File: config.mk
export PLATFORM = sky130hd
export DESIGN_NAME = uart_tx_tick
export DESIGN_NICKNAME = d
export VERILOG_FILES = /design/src/rtl/uart_tx_tick_pkg.sv /design/src/rtl/uart_tx_tick.sv
export SDC_FILE = /design/constraint.sdc
export NUM_CORES = 1
export LEC_CHECK = 0
export CAP_MARGIN = 40
export CORE_MARGIN = 10
export CORE_UTILIZATION = 53
export DETAILED_ROUTE_END_ITERATION = 6
export GPL_TIMING_DRIVEN = 0
export MAX_ROUTING_LAYER = met4
export PLACE_DENSITY = 0.77
export SLEW_MARGIN = 20
export SYNTH_ARGS = -nofsm -noshare
export SYNTH_HDL_FRONTEND = slang
export SYNTH_SLANG_ARGS = --single-unit
File: constraint.sdc
create_clock -name clk -period 2.4 [get_ports clk]
set_clock_uncertainty 0.05 [all_clocks]
set_input_delay 0.48 -clock clk [delete_from_list [all_inputs] [get_ports clk]]
set_output_delay 0.48 -clock clk [all_outputs]
set_load 0.05 [all_outputs]
File: src/rtl/uart_tx_tick_pkg.sv
// uart_tx_tick_pkg
// Shared definitions for the tick-driven UART transmitter:
//   - tx_state_e : transmitter FSM state encoding (3-bit register)
//   - BIT_IDX_W  : width of the bit index / bit counter
//   - frame_len(): number of bit-rate ticks in one serial frame
package uart_tx_tick_pkg;

   typedef enum logic [2:0] {
      ST_IDLE   = 3'd0,
      ST_ARM    = 3'd1,
      ST_START  = 3'd2,
      ST_DATA   = 3'd3,
      ST_PARITY = 3'd4,
      ST_STOP   = 3'd5
   } tx_state_e;

   // Wide enough for the longest legal frame: 1 + 9 + 1 + 2 = 13 bits.
   localparam int BIT_IDX_W = 4;

   // Start bit + data bits + optional parity bit + stop bits.
   function automatic int frame_len(input int data_w, input int parity_en, input int stop_bits);
      return 1 + data_w + ((parity_en != 0) ? 1 : 0) + stop_bits;
   endfunction

endpackage

File: src/rtl/uart_tx_tick.sv
// uart_tx_tick
// Serial transmitter that advances one bit per bit-rate tick (ce). A start
// strobe latches the parallel word and computes its parity; the frame then
// waits for a full tick before the start bit so every bit lasts exactly one
// tick period.
//
// Ports:
//   clk     : system clock, rising edge
//   rst_n   : asynchronous active-low reset
//   ce      : bit-rate tick, one clk wide per bit period
//   st      : start strobe, honoured only while idle
//   dat     : parallel data, latched on an accepted st
//   txd     : serial line, idles high
//   busy    : frame pending or in progress
//   done    : one-clk pulse at frame completion
//   bit_idx : bit currently on txd (0 = start, 1..DATA_W = data, then
//             parity, then stop bits); 0 while idle or armed
module uart_tx_tick
   import uart_tx_tick_pkg::*;
#(
   parameter int DATA_W     = 8,
   parameter int PARITY_EN  = 1,
   parameter int PARITY_ODD = 0,
   parameter int STOP_BITS  = 1
) (
   input  logic                 clk,
   input  logic                 rst_n,
   input  logic                 ce,
   input  logic                 st,
   input  logic [DATA_W-1:0]    dat,
   output logic                 txd,
   output logic                 busy,
   output logic                 done,
   output logic [BIT_IDX_W-1:0] bit_idx
);

   localparam logic [BIT_IDX_W-1:0] LAST_DATA_IDX = BIT_IDX_W'(DATA_W);
   localparam logic [BIT_IDX_W-1:0] LAST_IDX      =
      BIT_IDX_W'(frame_len(DATA_W, PARITY_EN, STOP_BITS) - 1);
   localparam logic                 PAR_INV       = (PARITY_ODD != 0);

   tx_state_e             state_q,   state_d;
   logic [DATA_W-1:0]     shift_q,   shift_d;
   logic                  par_q,     par_d;
   logic                  txd_q,     txd_d;
   logic                  busy_q,    busy_d;
   logic                  done_q,    done_d;
   logic [BIT_IDX_W-1:0]  bit_idx_q, bit_idx_d;

   // Next-state logic. Everything holds by default; done is a pulse so it
   // defaults low. bit_idx is updated together with txd so it always names
   // the bit currently on the line.
   always_comb begin
      state_d   = state_q;
      shift_d   = shift_q;
      par_d     = par_q;
      txd_d     = txd_q;
      busy_d    = busy_q;
      done_d    = 1'b0;
      bit_idx_d = bit_idx_q;

      unique case (state_q)
         ST_IDLE: begin
            txd_d     = 1'b1;
            busy_d    = 1'b0;
            bit_idx_d = '0;
            // A ce in the same cycle as st is deliberately not used: the
            // ARM state waits for the next one so the start bit is full.
            if (st) begin
               shift_d = dat;
               par_d   = (^dat) ^ PAR_INV;
               busy_d  = 1'b1;
               state_d = ST_ARM;
            end
         end

         ST_ARM: begin
            if (ce) begin
               txd_d     = 1'b0;
               bit_idx_d = '0;
               state_d   = ST_START;
            end
         end

         ST_START: begin
            if (ce) begin
               txd_d     = shift_q[0];
               shift_d   = shift_q >> 1;
               bit_idx_d = bit_idx_q + 1'b1;
               state_d   = ST_DATA;
            end
         end

         ST_DATA: begin
            if (ce) begin
               bit_idx_d = bit_idx_q + 1'b1;
               if (bit_idx_q == LAST_DATA_IDX) begin
                  if (PARITY_EN != 0) begin
                     txd_d   = par_q;
                     state_d = ST_PARITY;
                  end else begin
                     txd_d   = 1'b1;
                     state_d = ST_STOP;
                  end
               end else begin
                  txd_d   = shift_q[0];
                  shift_d = shift_q >> 1;
               end
            end
         end

         ST_PARITY: begin
            if (ce) begin
               txd_d     = 1'b1;
               bit_idx_d = bit_idx_q + 1'b1;
               state_d   = ST_STOP;
            end
         end

         ST_STOP: begin
            // The tick that ends the last stop bit closes the frame.
            if (ce) begin
               if (bit_idx_q == LAST_IDX) begin
                  txd_d     = 1'b1;
                  busy_d    = 1'b0;
                  done_d    = 1'b1;
                  bit_idx_d = '0;
                  state_d   = ST_IDLE;
               end else begin
                  bit_idx_d = bit_idx_q + 1'b1;
               end
            end
         end

         default: begin
            txd_d     = 1'b1;
            busy_d    = 1'b0;
            bit_idx_d = '0;
            state_d   = ST_IDLE;
         end
      endcase
   end

   // State and output registers; reset drops any frame in flight at once.
   always_ff @(posedge clk or negedge rst_n) begin
      if (!rst_n) begin
         state_q   <= ST_IDLE;
         shift_q   <= '0;
         par_q     <= 1'b0;
         txd_q     <= 1'b1;
         busy_q    <= 1'b0;
         done_q    <= 1'b0;
         bit_idx_q <= '0;
      end else begin
         state_q   <= state_d;
         shift_q   <= shift_d;
         par_q     <= par_d;
         txd_q     <= txd_d;
         busy_q    <= busy_d;
         done_q    <= done_d;
         bit_idx_q <= bit_idx_d;
      end
   end

   assign txd     = txd_q;
   assign busy    = busy_q;
   assign done    = done_q;
   assign bit_idx = bit_idx_q;

endmodule

==> results.py <==
metrics = {
    "place": {
        "numPortBuffers": 17,
        "hpwl_mm": 1.91,
        "gp_congestion": 0.934,
        "dpl_worst_slack_ps": 313,
    },
    "grt": {
        "grt_pass1_vias": 977,
        "grt_pass1_wl_mm": 4.26,
        "grt_util_all_layers": 0.121,
        "antenna_found_initial": 0,
        "grt_max_degree": 14,
        "overflow": 0,
    },
    "cts": {
        "worstSkewPairLatency_ps": 310,
        "cts_root_buffer": "clkbuf_4",
        "cts.path.max_buffers": 2,
        "cts_tree": "yes",
        "cts_buffers": 3,
        "htreeDepth": 1,
        "cts_num_sinks": 19,
        "cts_hold_buf": 0,
        "cts.clk_slew.worst_paths_ps": 110,
        "cts_setup_buffers": 0,
        "postCtsResizedCells": 0,
    },
    "synth": {
        "synth_top_area_frac": 0.368,
        "synth_cells": 116,
        "synth-edff-count": 0,
        "synth.ff_latch_count": 19,
        "yosysSeqAreaShare": 0.390,
        "async_flop_share": 1.00,
        "yosys.area.top_type": "dfrtp_1",
        "ys.warnings.count": 0,
        "synth_area_um2": 1220,
        "avgSynthCellArea_um2": 10.5,
        "synth_area_leaders": "dfrtp_1, mux2_1, xnor2_1, mux2_2, ha_1",
        "synth_ff_type": "dfrtp_1",
        "synthDistinctLibCells": 43,
        "synth.net_count": 131,
    },
    "setup_path": {
        "crit_path_cell_trace": "clkdlybuf4s50_1",
        "worstPathRequired_ps": 1870,
        "cp_top_family": "buffers and inverters",
        "worst-path-buf-inv": 1,
        "start_kind": "flop",
        "cp.depth": 1,
        "path_max_fanout": 2,
        "path_class": "flop to output pin",
        "arrival_ps": 1650,
        "r2r_end": "shift_q[5]$_DFFE_PN0P_",
        "reg2reg_from": "bit_idx[0]$_DFFE_PN0P_",
        "end_kind": "output pin",
        "reg2reg_slack_ps": 310,
        "cpPeakStageDelay_ps": 790,
        "slowest_stage": "clkdlybuf4s50_1",
        "rr_worst_depth": 7,
    },
    "pwr": {
        "power_uw": 1670,
        "peakVddDrop_mv": 0.767,
        "cellPowerDensity_nw_per_um2": 1140,
        "p_leak_uw": 0.000610,
    },
    "floorplanning": {
        "die_w_um": 68.1,
        "die_y_um": 68.1,
        "io-pin-count": 19,
        "core_area_um2": 2210,
        "initial_core_util": 0.553,
        "rows": 17,
        "die-area_um2": 4630,
    },
    "sta": {
        "rsz0062_at_grt": "no",
        "tightest_slew_ps": 498,
        "finalCritPeriodShare": 0.907,
        "max_freq_mhz": 459,
        "min_period_ps": 2180,
        "drv_slew": 0,
        "tns_ps": 0,
        "setup_viol": 0,
        "final-hold-violation-count": 0,
        "finalWorstSetupSlack_ps": 224,
        "max_slew_margin": 0.667,
    },
    "drt": {
        "antenna_left": 0,
        "dr.pass1.iters": 4,
        "vias": 965,
        "drt-total-wl_mm": 2.46,
        "wl_per_cell_um": 14.8,
        "drtIter0Drc": 48,
        "vias_per_cell": 5.81,
        "route.detailed.drc": 0,
    },
    "job": {
        "drv_cap": 0,
    },
    "cells_and_area": {
        "area_delta_synth_final_pct": 20.1,
        "final_nets": 154,
        "drive_above_1_share": 0.152,
        "n_antenna_cell": 0,
    },
    "status": {
        "status": "completed",
    },
    "min_path": {
        "hp-class": "input pin to async pin",
    },
}
-- report_power, final --
| part | switching [uW] | internal [uW] | leakage [uW] | total [uW] |
|---|---|---|---|---|
| sequential | 110 | 459 | 0.000234 | 569 |
| combinational | 507 | 431 | 0.000361 | 938 |
| clock | 102 | 64.9 | 0.0000150 | 167 |
| total | 718 | 955 | 0.000610 | 1670 |
-- placed cells by master, fill, tap and decap left out, types with 2 or more instances in the layout --
| cell | n |
|---|---|
| xnor2_1 | 8 |
| o21ai_1 | 3 |
| nor2_1 | 7 |
| mux2_1 | 7 |
| clkbuf_1 | 2 |
| and4b_1 | 2 |
| nor3_1 | 3 |
| inv_1 | 7 |
| clkbuf_4 | 3 |
| clkdlybuf4s50_1 | 17 |
| nand2_1 | 6 |
| a21oi_1 | 3 |
| dfrtp_1 | 18 |
| nor2b_1 | 2 |
| a211oi_1 | 3 |
| mux2_2 | 6 |
| or3b_1 | 2 |
| ha_1 | 3 |
| nand3_1 | 2 |
| buf_2 | 5 |
| nand2b_1 | 2 |
| mux2i_1 | 3 |
-- cell usage after synthesis (2+ instances only) --
cell       n
a211oi_1   3
a21oi_1    3
and4b_1    2
buf_2      5
dfrtp_1   18
ha_1       3
inv_1      7
mux2_1     7
mux2_2     6
mux2i_1    3
nand2_1    6
nand2b_1   2
nand3_1    2
nor2_1     7
nor2b_1    2
nor3_1     3
o21ai_1    3
or3b_1     2
xnor2_1    8
-- state kept, by name, summed over array words and instances (netlist names) --
signal   flops
done         1
shift_q      8
state_q      3
par_q        1
bit_idx      4
busy         1
txd          1
-- worst max path at each step --
stage | slack, ps | from | to
3_3_place_gp | 340 | st | shift_q[1]$_DFFE_PN0P_
5_1_grt | 180 | bit_idx[0]$_DFFE_PN0P_ | bit_idx[0]
6_report | 220 | txd$_DFFE_PN1P_ | txd
2_1_floorplan | 120 | bit_idx[0]$_DFFE_PN0P_ | shift_q[0]$_DFFE_PN0P_
3_5_place_dp | 310 | bit_idx[0]$_DFFE_PN0P_ | shift_q[5]$_DFFE_PN0P_
4_1_cts | 220 | txd$_DFFE_PN1P_ | txd
-- layer usage --
layer,share of wire,global-route usage
met5,0,-
met1,0.44,0.133
met2,0.51,0.210
met4,0.0089,0.0427
met3,0.045,0.0245
-- stage by stage --
step,area [um2],util,std cells,hold slack (ps)
3_3_place_gp,1430,0.646,161,413
3_5_place_dp,1440,0.653,162,441
6_report,1470,0.665,166,400
5_1_grt,1470,0.665,166,412
4_1_cts,1470,0.665,166,417
2_1_floorplan,1220,-,116,134
-- area by class of cell --
type	count	area, um2
Buffer	7	40.0
Clock buffer	4	26.3
Fill cell	183	742
Inverter	7	26.3
Multi-Input combinational cell	83	681
Sequential cell	19	477
Tap cell	28	35.0
Timing Repair Buffer	18	185
-- cells by family (layout without fill, tap and decap cells) --
group                      count (synthesis)  after routing  synth area share
AOI/OAI and AO/OA                         22             22             0.148
xor gates and xnor gates                   8              8            0.0573
adders and majority gates                  3              3            0.0307
buffers and inverters                     14             36            0.0542
DFF                                       19             19             0.390
muxes                                     16             16             0.144
and+or+nand+nor                           34             34             0.176
Note: power is estimated with default switching activity, not from simulation.
